--- config.mk ---
export PLATFORM = sky130hd
export DESIGN_NAME = tff_toggle_arbiter
export DESIGN_NICKNAME = d
export VERILOG_FILES = /design/src/rtl/tff_arb_pkg.sv /design/src/rtl/rr_arbiter.sv /design/src/rtl/tff_toggle_arbiter.sv
export SDC_FILE = /design/constraint.sdc
export NUM_CORES = 1
export LEC_CHECK = 0
export ABC_AREA = 1
export CELL_PAD_IN_SITES_DETAIL_PLACEMENT = 2
export CELL_PAD_IN_SITES_GLOBAL_PLACEMENT = 2
export CORE_ASPECT_RATIO = 1.75
export CORE_MARGIN = 10
export CORE_UTILIZATION = 25
export DETAILED_ROUTE_END_ITERATION = 10
export PLACE_DENSITY = 0.8
export SLEW_MARGIN = 20
export SYNTH_ARGS = -nofsm -noshare
export SYNTH_HDL_FRONTEND = slang
export SYNTH_SLANG_ARGS = --single-unit
--- constraint.sdc ---
create_clock -name clk -period 3.25 [get_ports clk]
set_input_delay 0.4875 -clock clk [delete_from_list [all_inputs] [get_ports clk]]
set_output_delay 0.4875 -clock clk [all_outputs]
set_load 0.005 [all_outputs]
--- src/rtl/tff_arb_pkg.sv ---
// Shared constants, FSM encoding and index-width helper for the toggle-bank arbiter.
package tff_arb_pkg;

    localparam int NREQ_DEF     = 4;
    localparam int WIDTH_DEF    = 8;
    localparam int LOCK_MAX_DEF = 16;

    typedef enum logic {
        ST_IDLE   = 1'b0,
        ST_LOCKED = 1'b1
    } arb_state_e;

    // At least one bit so single-value ranges still get a legal vector.
    function automatic int idx_w(input int n);
        return (n > 1) ? $clog2(n) : 1;
    endfunction

    localparam int IDX_W = idx_w(NREQ_DEF);

endpackage

--- src/rtl/rr_arbiter.sv ---
// Combinational round-robin search: first asserted request at or after ptr_i, wrapping.
module rr_arbiter
    import tff_arb_pkg::*;
#(
    parameter int NREQ = NREQ_DEF
) (
    input  logic [NREQ-1:0]          req_i,
    input  logic [idx_w(NREQ)-1:0]   ptr_i,
    output logic [NREQ-1:0]          grant_o,
    output logic [idx_w(NREQ)-1:0]   grant_idx_o,
    output logic                     any_o
);

    localparam int IW = idx_w(NREQ);

    logic [IW-1:0] idx;
    logic          found;

    always_comb begin
        grant_o     = '0;
        grant_idx_o = '0;
        found       = 1'b0;
        idx         = '0;
        for (int k = 0; k < NREQ; k++) begin
            idx = IW'((int'(ptr_i) + k) % NREQ);
            if (!found && req_i[idx]) begin
                found       = 1'b1;
                grant_o[idx] = 1'b1;
                grant_idx_o = idx;
            end
        end
        any_o = found;
    end

endmodule

--- src/rtl/tff_toggle_arbiter.sv ---
// Shared T-bit bank: one granted requester per cycle XORs its mask into q,
// with an optional multi-cycle lock released explicitly or by idle timeout.
module tff_toggle_arbiter
    import tff_arb_pkg::*;
#(
    parameter int NREQ     = NREQ_DEF,
    parameter int WIDTH    = WIDTH_DEF,
    parameter int LOCK_MAX = LOCK_MAX_DEF
) (
    input  logic                      clk,
    input  logic                      reset,
    input  logic [NREQ-1:0]           req_valid,
    input  logic [NREQ-1:0]           req_lock,
    input  logic [NREQ*WIDTH-1:0]     req_mask,
    output logic [NREQ-1:0]           req_ready,
    input  logic                      clr,
    output logic [WIDTH-1:0]          q,
    output logic [idx_w(NREQ)-1:0]    last_id,
    output logic                      last_valid,
    output logic                      locked
);

    localparam int IW = idx_w(NREQ);
    localparam int CW = idx_w(LOCK_MAX);

    arb_state_e        state_q, state_d;
    logic [IW-1:0]     rr_ptr_q, rr_ptr_d;
    logic [IW-1:0]     owner_q, owner_d;
    logic [IW-1:0]     last_id_q, last_id_d;
    logic [CW-1:0]     idle_cnt_q, idle_cnt_d;
    logic [WIDTH-1:0]  bank_q, bank_d;
    logic              last_valid_q, last_valid_d;

    logic [NREQ-1:0]   arb_grant;
    logic [IW-1:0]     arb_idx;
    logic              arb_any;
    logic              grant_ok;
    logic              xfer;
    logic [IW-1:0]     xfer_idx;
    logic [WIDTH-1:0]  xfer_mask;

    function automatic logic [IW-1:0] wrap_inc(input logic [IW-1:0] i);
        return (i == IW'(NREQ - 1)) ? '0 : i + 1'b1;
    endfunction

    rr_arbiter #(.NREQ(NREQ)) u_rr (
        .req_i       (req_valid),
        .ptr_i       (rr_ptr_q),
        .grant_o     (arb_grant),
        .grant_idx_o (arb_idx),
        .any_o       (arb_any)
    );

    // Handshake: a transfer happens in a cycle where req_valid[i] && req_ready[i];
    // ready is combinational, at most one-hot, and is withheld on clr or reset.
    always_comb begin
        req_ready = '0;
        grant_ok  = !reset && !clr;
        xfer_idx  = (state_q == ST_IDLE) ? arb_idx : owner_q;
        if (state_q == ST_IDLE) begin
            xfer = grant_ok && arb_any;
            if (grant_ok) req_ready = arb_grant;
        end else begin
            xfer = grant_ok && req_valid[owner_q];
            req_ready[owner_q] = xfer;
        end
        xfer_mask = req_mask[int'(xfer_idx)*WIDTH +: WIDTH];
    end

    always_comb begin
        state_d      = state_q;
        rr_ptr_d     = rr_ptr_q;
        owner_d      = owner_q;
        idle_cnt_d   = idle_cnt_q;
        bank_d       = clr ? '0 : bank_q;
        last_id_d    = last_id_q;
        last_valid_d = xfer;
        if (xfer) begin
            bank_d    = bank_q ^ xfer_mask;
            last_id_d = xfer_idx;
        end
        case (state_q)
            ST_IDLE: begin
                if (xfer) begin
                    rr_ptr_d = wrap_inc(xfer_idx);
                    if (req_lock[xfer_idx]) begin
                        state_d    = ST_LOCKED;
                        owner_d    = xfer_idx;
                        idle_cnt_d = '0;
                    end
                end
            end
            ST_LOCKED: begin
                if (xfer) begin
                    if (req_lock[owner_q]) begin
                        idle_cnt_d = '0;
                    end else begin
                        state_d  = ST_IDLE;
                        rr_ptr_d = wrap_inc(owner_q);
                    end
                end else if (!req_valid[owner_q]) begin
                    // A clr cycle with the owner still valid is not idle time.
                    if (idle_cnt_q == CW'(LOCK_MAX - 1)) begin
                        state_d    = ST_IDLE;
                        rr_ptr_d   = wrap_inc(owner_q);
                        idle_cnt_d = '0;
                    end else begin
                        idle_cnt_d = idle_cnt_q + 1'b1;
                    end
                end
            end
            default: state_d = ST_IDLE;
        endcase
    end

    always_ff @(posedge clk) begin
        if (reset) begin
            state_q      <= ST_IDLE;
            rr_ptr_q     <= '0;
            owner_q      <= '0;
            idle_cnt_q   <= '0;
            bank_q       <= '0;
            last_id_q    <= '0;
            last_valid_q <= 1'b0;
        end else begin
            state_q      <= state_d;
            rr_ptr_q     <= rr_ptr_d;
            owner_q      <= owner_d;
            idle_cnt_q   <= idle_cnt_d;
            bank_q       <= bank_d;
            last_id_q    <= last_id_d;
            last_valid_q <= last_valid_d;
        end
    end

    assign q          = bank_q;
    assign last_id    = last_id_q;
    assign last_valid = last_valid_q;
    assign locked     = (state_q == ST_LOCKED);

endmodule

==> key figures, run 1 <==
Setup path
  • Cell count of the worst reg-to-reg path: 17
  • Critical Path RT: between 2000 and 3000 ps
  • CP max stage cell: clkdlybuf4s50_1
  • CP startpoint kind: input port
  • CP startpoint: req_valid[2]
  • Slowest stage delay, CP: 530 ps
  • CP Capture Type: output port
  • Worst setup path end: req_ready[2]
  • Reg2Reg Setup Slack: 660 ps
  • Worst path cell trace: clkdlybuf4s50_1, inv_1, a21oi_1, o21ai_1, nand2_1, inv_1, nor2_2, nand2_2, inv_2, nand2_1, o21ai_1, clkdlybuf4s50_1
  • Setup CP Type: input port to output port
  • Critical path peak fanout: 6
  • WP data arrival: 2590 ps
  • Worst reg2reg path endpoint: idle_cnt_q[1]
  • RR Startpoint: rr_ptr_q[0]

Synthesis
  • Largest area contributor in the netlist: dfxtp_1
  • Ranking of synthesized cells by area: dfxtp_1 18%, nand2_1 17%, nand3_1 7.6%
  • Synth Area in Compound Gates: 0.172
  • Sequential fraction of the synthesis area: 0.184
  • Top_reg_cell synth: dfxtp_1
  • Mapped Cells: 339
  • Post-synthesis simple-gate area fraction: 0.430
  • Largest family of logic cells by synthesized area: simple AND/OR/NAND/NOR gates
  • Post-Syn Area: 2170 µm²
  • Mux cell area share after synthesis: 0
  • Mean Syn Cell Area: 6.41 µm²
  • Synth Register Bits: 20
  • Synth Area in XOR/XNOR: 0.00806
  • Adder-cell area share of the yosys netlist: 0.0748
  • Syn nets: 395
  • Async set-reset flop share out of synthesis: 0
  • EDFF count, synth: 0
  • Unique cell type count in the Yosys netlist: 36
  • Syn. warnings: 0
  • Top-area cell type share of the netlist area: 0.184

Timing
  • Slew HR: 0.568
  • Setup TNS: 0 ps
  • Fmax: 0.325 GHz
  • RSZ-0062 raised after global routing: true
  • Final critical-path share of the clock period: 0.947
  • Final setup vio count: 0
  • Final slew viol count: 0
  • Worst-margin pin slew: around 650 ps
  • Skew final: roughly 3.4 ps
  • Fin crit period: 3080 ps
  • Final hold vios: 0

Layout
  • Final layout net count: 456
  • Final Cell Area: about 3000 µm²
  • N_diodes: 0
  • Layout cells sized above 1: 0.155
  • Syn-to-layout area delta: 37.7%

Clocking
  • Cts hold-fix bufs: 0
  • Clk slew on worst S/H paths: 60 ps
  • CTS tree: yes
  • CTS max path bufs: 2
  • CTS H-tree lvls: 1
  • CTS sink count: 20
  • Root buf cell: clkbuf_16
  • Post-CTS resize count: 0
  • Skew-Pair Late Insertion Delay: 260 ps
  • Post-CTS setup buffer count: 0
  • Num CTS Buffers: 3

Detailed routing
  • # DRC: 0
  • Post-DRT Antenna Nets: 0
  • Avg WL per Cell: 16.6 µm
  • DR vias: 2460
  • First-pass DRT Iterations: 4
  • Initial detailed-routing violation count: 71
  • Vias/cell: between 4 and 5
  • Total Routed Length: around 8500 µm

Place
  • DP HPWL: 7160 µm
  • Number of I/O port buffers: slightly below 60
  • Placed cell areas: approximately 2900 µm²
  • Placer congestion estimate: 0.852

GRT
  • Total global-route track usage: 0.133
  • Grt total ovfl: 0
  • Pin count of the biggest net entering global routing: 28
  • GRT met1 Usage: 0.120
  • Met2 usage: 0.273
  • First-pass GRT wire length: 14200 µm
  • Met3 global-route usage: 0.0308
  • Initial antenna violation count: 0
  • Vias in the first global route: 2868
  • GR peak layer: met2

Power
  • Max VDD drop: 0.000487 V
  • Pwr/cell area: roughly 1000 nW/µm²
  • Total power: 3.14 mW
  • Pleak: 1.38 nW

Hold path
  • Worst hold path class: flop to flop

Status
  • Status: completed

Job
  • MaxCap Viol Count: 0

Floorplanning
  • Initial Util: 0.252
  • Die area: 13000 µm²
  • Die Width: 90.5 µm
  • Io pins: 59
  • Die height: roughly 140 µm
  • Rows: 45
  • Core Area: 8610 µm²
## layer usage
metal / wire (µm) / up-vias
li1: - / 1207
met1: 3000 / 1180
met2: 4910 / 57
met3: 397 / 16
met4: 240 / 0
met5: 0 / -
## flip-flops by register name, indices dropped and copies added (netlist names)
name        flops
rr_ptr_q        2
idle_cnt_q      4
locked          1
owner_q         2
last_id         2
last_valid      1
q               8
## per-stage QoR
step	util	cells	hold slack, ps	worst slack, ps
floorplan	-	339	452	831
finish	0.348	516	489	173
global route	0.348	516	548	-1.05
CTS	0.346	516	498	31.9
detailed placement	0.333	512	481	23.8
global placement	0.333	512	467	233
## placed cells by master (no fill, tap or decap), types with 7 or more instances in the layout
cell type	n
nand2_1	98
clkdlybuf4s50_1	57
inv_1	41
nand3_1	32
a21oi_1	25
nor2_1	22
dfxtp_1	20
ha_1	12
o21ai_0	11
nand2_2	8
o211ai_2	8
buf_4	8
nand2_4	7
## kinds of logic after synthesis
logic type | Yosys count
and+or+nand+nor | 187
DFF | 20
AOI/OAI and AO/OA | 58
buffers and inverters | 59
adders and majority gates | 13
xor gates and xnor gates | 2
## critical path, delay by kind of cell
kind | cells | cell delay [ps]
AO/OA/AOI/OAI | 3 | 350
buffers and inverters | 5 | 1310
AND/OR/NAND/NOR | 4 | 450
## where the power goes
group          internal (mW)  leakage, nW  switching, mW
logic                  0.818         1.17           1.59
clock network          0.245       0.0511         0.0986
registers              0.326        0.164         0.0691
total                   1.39         1.38           1.76
## cell usage after synthesis, types with 3 or more instances
library cell	count
nand2_1	99
inv_1	42
nand3_1	33
a21oi_1	25
nor2_1	22
dfxtp_1	20
ha_1	13
o21ai_0	13
o211ai_2	8
nand2_2	7
nand2_4	7
inv_2	4
nand3_2	4
o21ai_1	4
buf_2	3
buf_6	3
nand3_4	3
nor2_2	3
## worst min-delay path by stage
stage	from	to	depth (start not counted)
after floorplan	idle_cnt_q[3]	idle_cnt_q[3]	2
after global placement	idle_cnt_q[3]	idle_cnt_q[3]	2
after detailed placement	idle_cnt_q[3]	idle_cnt_q[3]	2
after CTS	idle_cnt_q[3]	idle_cnt_q[3]	2
after global routing	idle_cnt_q[3]	idle_cnt_q[3]	2
final	idle_cnt_q[3]	idle_cnt_q[3]	2
## area by class of cell
type / count / area, µm²
clock buffer: 3 / 75.1
clock inverter: 1 / 30.0
fill: 1062 / 5620
inverter: 49 / 194
multi-input combinational: 260 / 1510
sequential: 20 / 400
tap: 117 / 146
timing repair buffer: 66 / 643
No activity file was read; power rests on OpenSTA's default activity.
==> run 2, diff against run 1 <==
- MAX_ROUTING_LAYER: unset -> met4
- RECOVER_POWER: unset -> 100
==> run 2 against run 1 <==
Against the previous run: final cell count is the same; critical path depth decreased by 1; first-iteration DRC count fell by 23%; design area is 0.63% lower; clock-buffer cell count did not move; sequential power is essentially flat; global-route usage increased by 0.36 points.
==> key figures, run 2 (synthesis results as in run 1) <==
Detailed routing
  • DR vias: 2457
  • Initial detailed-routing violation count: 55
  • Avg WL per Cell: approximately 17 µm
  • Vias/cell: between 4 and 5
  • Total Routed Length: 8550 µm
  • # DRC: 0
  • First-pass DRT Iterations: 4
  • Post-DRT Antenna Nets: 0

Floorplanning
  • Die Width: 90.5 µm
  • Rows: 45
  • Io pins: 59
  • Core Area: 8610 µm²
  • Initial Util: 0.252
  • Die area: 13000 µm²
  • Die height: approximately 140 µm

Power
  • Internal power: 1.36 mW
  • Clk pwr share: 0.111
  • Combinational share of power: 0.761
  • Sw frac: 0.559
  • Pwr/cell area: approximately 1000 nW/µm²
  • Max VDD drop: 0.000554 V
  • Pleak: 1.41 nW
  • Sequential share of power: 0.127
  • Sw power: 1.73 mW

Layout
  • Max FFs per register: 8
  • Final layout net count: 456
  • N_diodes: 0
  • Most frequent cells in the layout: 100 x nand2_1, 46 x clkdlybuf4s50_1, 41 x inv_1
  • Fill cell count: approximately 1.1k
  • Layout cells sized above 1: 0.150
  • Utilization after layout: 0.346
  • Multi-input logic area: 1490 µm²
  • Commonest non-fill, non-tap cell in the layout: nand2_1
  • Register area: 400 µm²
  • Syn-to-layout area delta: 36.9%

Setup path
  • Setup CP Type: flop to output port
  • Critical Path RT: 2760 ps
  • RR Startpoint: rr_ptr_q[0]
  • Critical path peak fanout: 6
  • CP startpoint kind: flop
  • WP data arrival: 2580 ps
  • CP startpoint: rr_ptr_q[0]
  • CP Capture Type: output port

Timing
  • Min Hold Slack: 489 ps
  • Slew HR: 0.568
  • Setup TNS: 0 ps
  • RSZ-0062 raised after global routing: true
  • Final hold vios: 0
  • Final slew viol count: 0
  • Fin crit period: ~3100 ps
  • Fmax: 0.326 GHz
  • Skew final: 3.76 ps
  • Worst-margin pin slew: between 600 and 700 ps
  • Final critical-path share of the clock period: 0.945
  • Final setup vio count: 0

GRT
  • Pin count of the biggest net entering global routing: 28
  • Initial antenna violation count: 0
  • First-pass GRT wire length: 14200 µm
  • Grt total ovfl: 0
  • Vias in the first global route: 2868
  • Total global-route track usage: 0.136

Place
  • DP HPWL: roughly 7200 µm
  • Number of I/O port buffers: 58
  • Placer congestion estimate: 0.866

Hold path
  • Worst hold path startpoint: idle_cnt_q[3]
  • Worst hold path class: flop to flop

Clocking
  • Cts hold-fix bufs: 0
  • Clk slew on worst S/H paths: 60 ps
  • Skew-Pair Late Insertion Delay: 260 ps
  • Num CTS Buffers: 3
  • CTS H-tree lvls: 1
  • CTS max path bufs: 2
  • Post-CTS resize count: 0
  • CTS tree: yes
  • Root buf cell: clkbuf_16
  • CTS sink count: 20
  • Post-CTS setup buffer count: 0

Status
  • Status: completed

Job
  • MaxCap Viol Count: 0
## run 2: cell types whose count changed in the layout (fill, tap and decap cells not counted), sizes merged
cell and delta:
clkdlybuf4s50 -11, dlygate4sd3 +11
## run 2: worst max-delay path: stages (launching register included)
cell,delay [ps]
dfxtp_1,380
inv_4,40
ha_2,390
inv_1,100
nand3_2,100
nand2_4,70
nor2_2,240
a22oi_1,160
o21ai_0,120
a21oi_1,60
o21ai_0,140
clkdlybuf4s50_1,520
## run 2: power groups by stage
| stage | combinational [mW] | sequential, mW | clock (mW) |
|---|---|---|---|
| after floorplan | 1.80 | 0.399 | 0 |
| after global placement | 2.34 | 0.395 | 0 |
| after detailed placement | 2.43 | 0.400 | 0 |
| after CTS | 2.44 | 0.396 | 0.351 |
| after global routing | 2.65 | 0.404 | 0.360 |
| final | 2.35 | 0.393 | 0.344 |
## run 2: path summary, 6_finish.rpt
path / to / slack [ps] / depth (start not counted)
max: req_ready[3] / 180 / 11
min: idle_cnt_q[3] / 490 / 2
max reg2reg: idle_cnt_q[1] / 390 / 18
min reg2reg: idle_cnt_q[3] / 490 / 2
## run 2: cell type report
type,instances,share of cell area
Clock inverter,1,0.0101
Sequential cell,20,0.135
Inverter,49,0.0652
Timing Repair Buffer,66,0.216
Clock buffer,3,0.0252
Multi-Input combinational cell,260,0.500
Tap cell,117,0.0492
## run 2: per-stage QoR
step                setup WS [ps]  power (mW)  std cells  area, µm²
floorplan                     831        2.20        339       2170
global placement              233        2.73        512       2870
detailed placement           23.8        2.83        512       2870
CTS                          31.9        3.19        516       2980
global route                -1.04        3.41        516       2980
finish                        178        3.09        516       2980
## run 2: per-layer routing
layer | vias to the layer above | wire length, µm | track usage
met2 | 53 | 4960 | 0.275
met5 | - | 0 | -
met4 | 0 | 225 | 0.0488
met1 | 1183 | 3050 | 0.122
met3 | 13 | 321 | 0.0256
li1 | 1208 | - | -
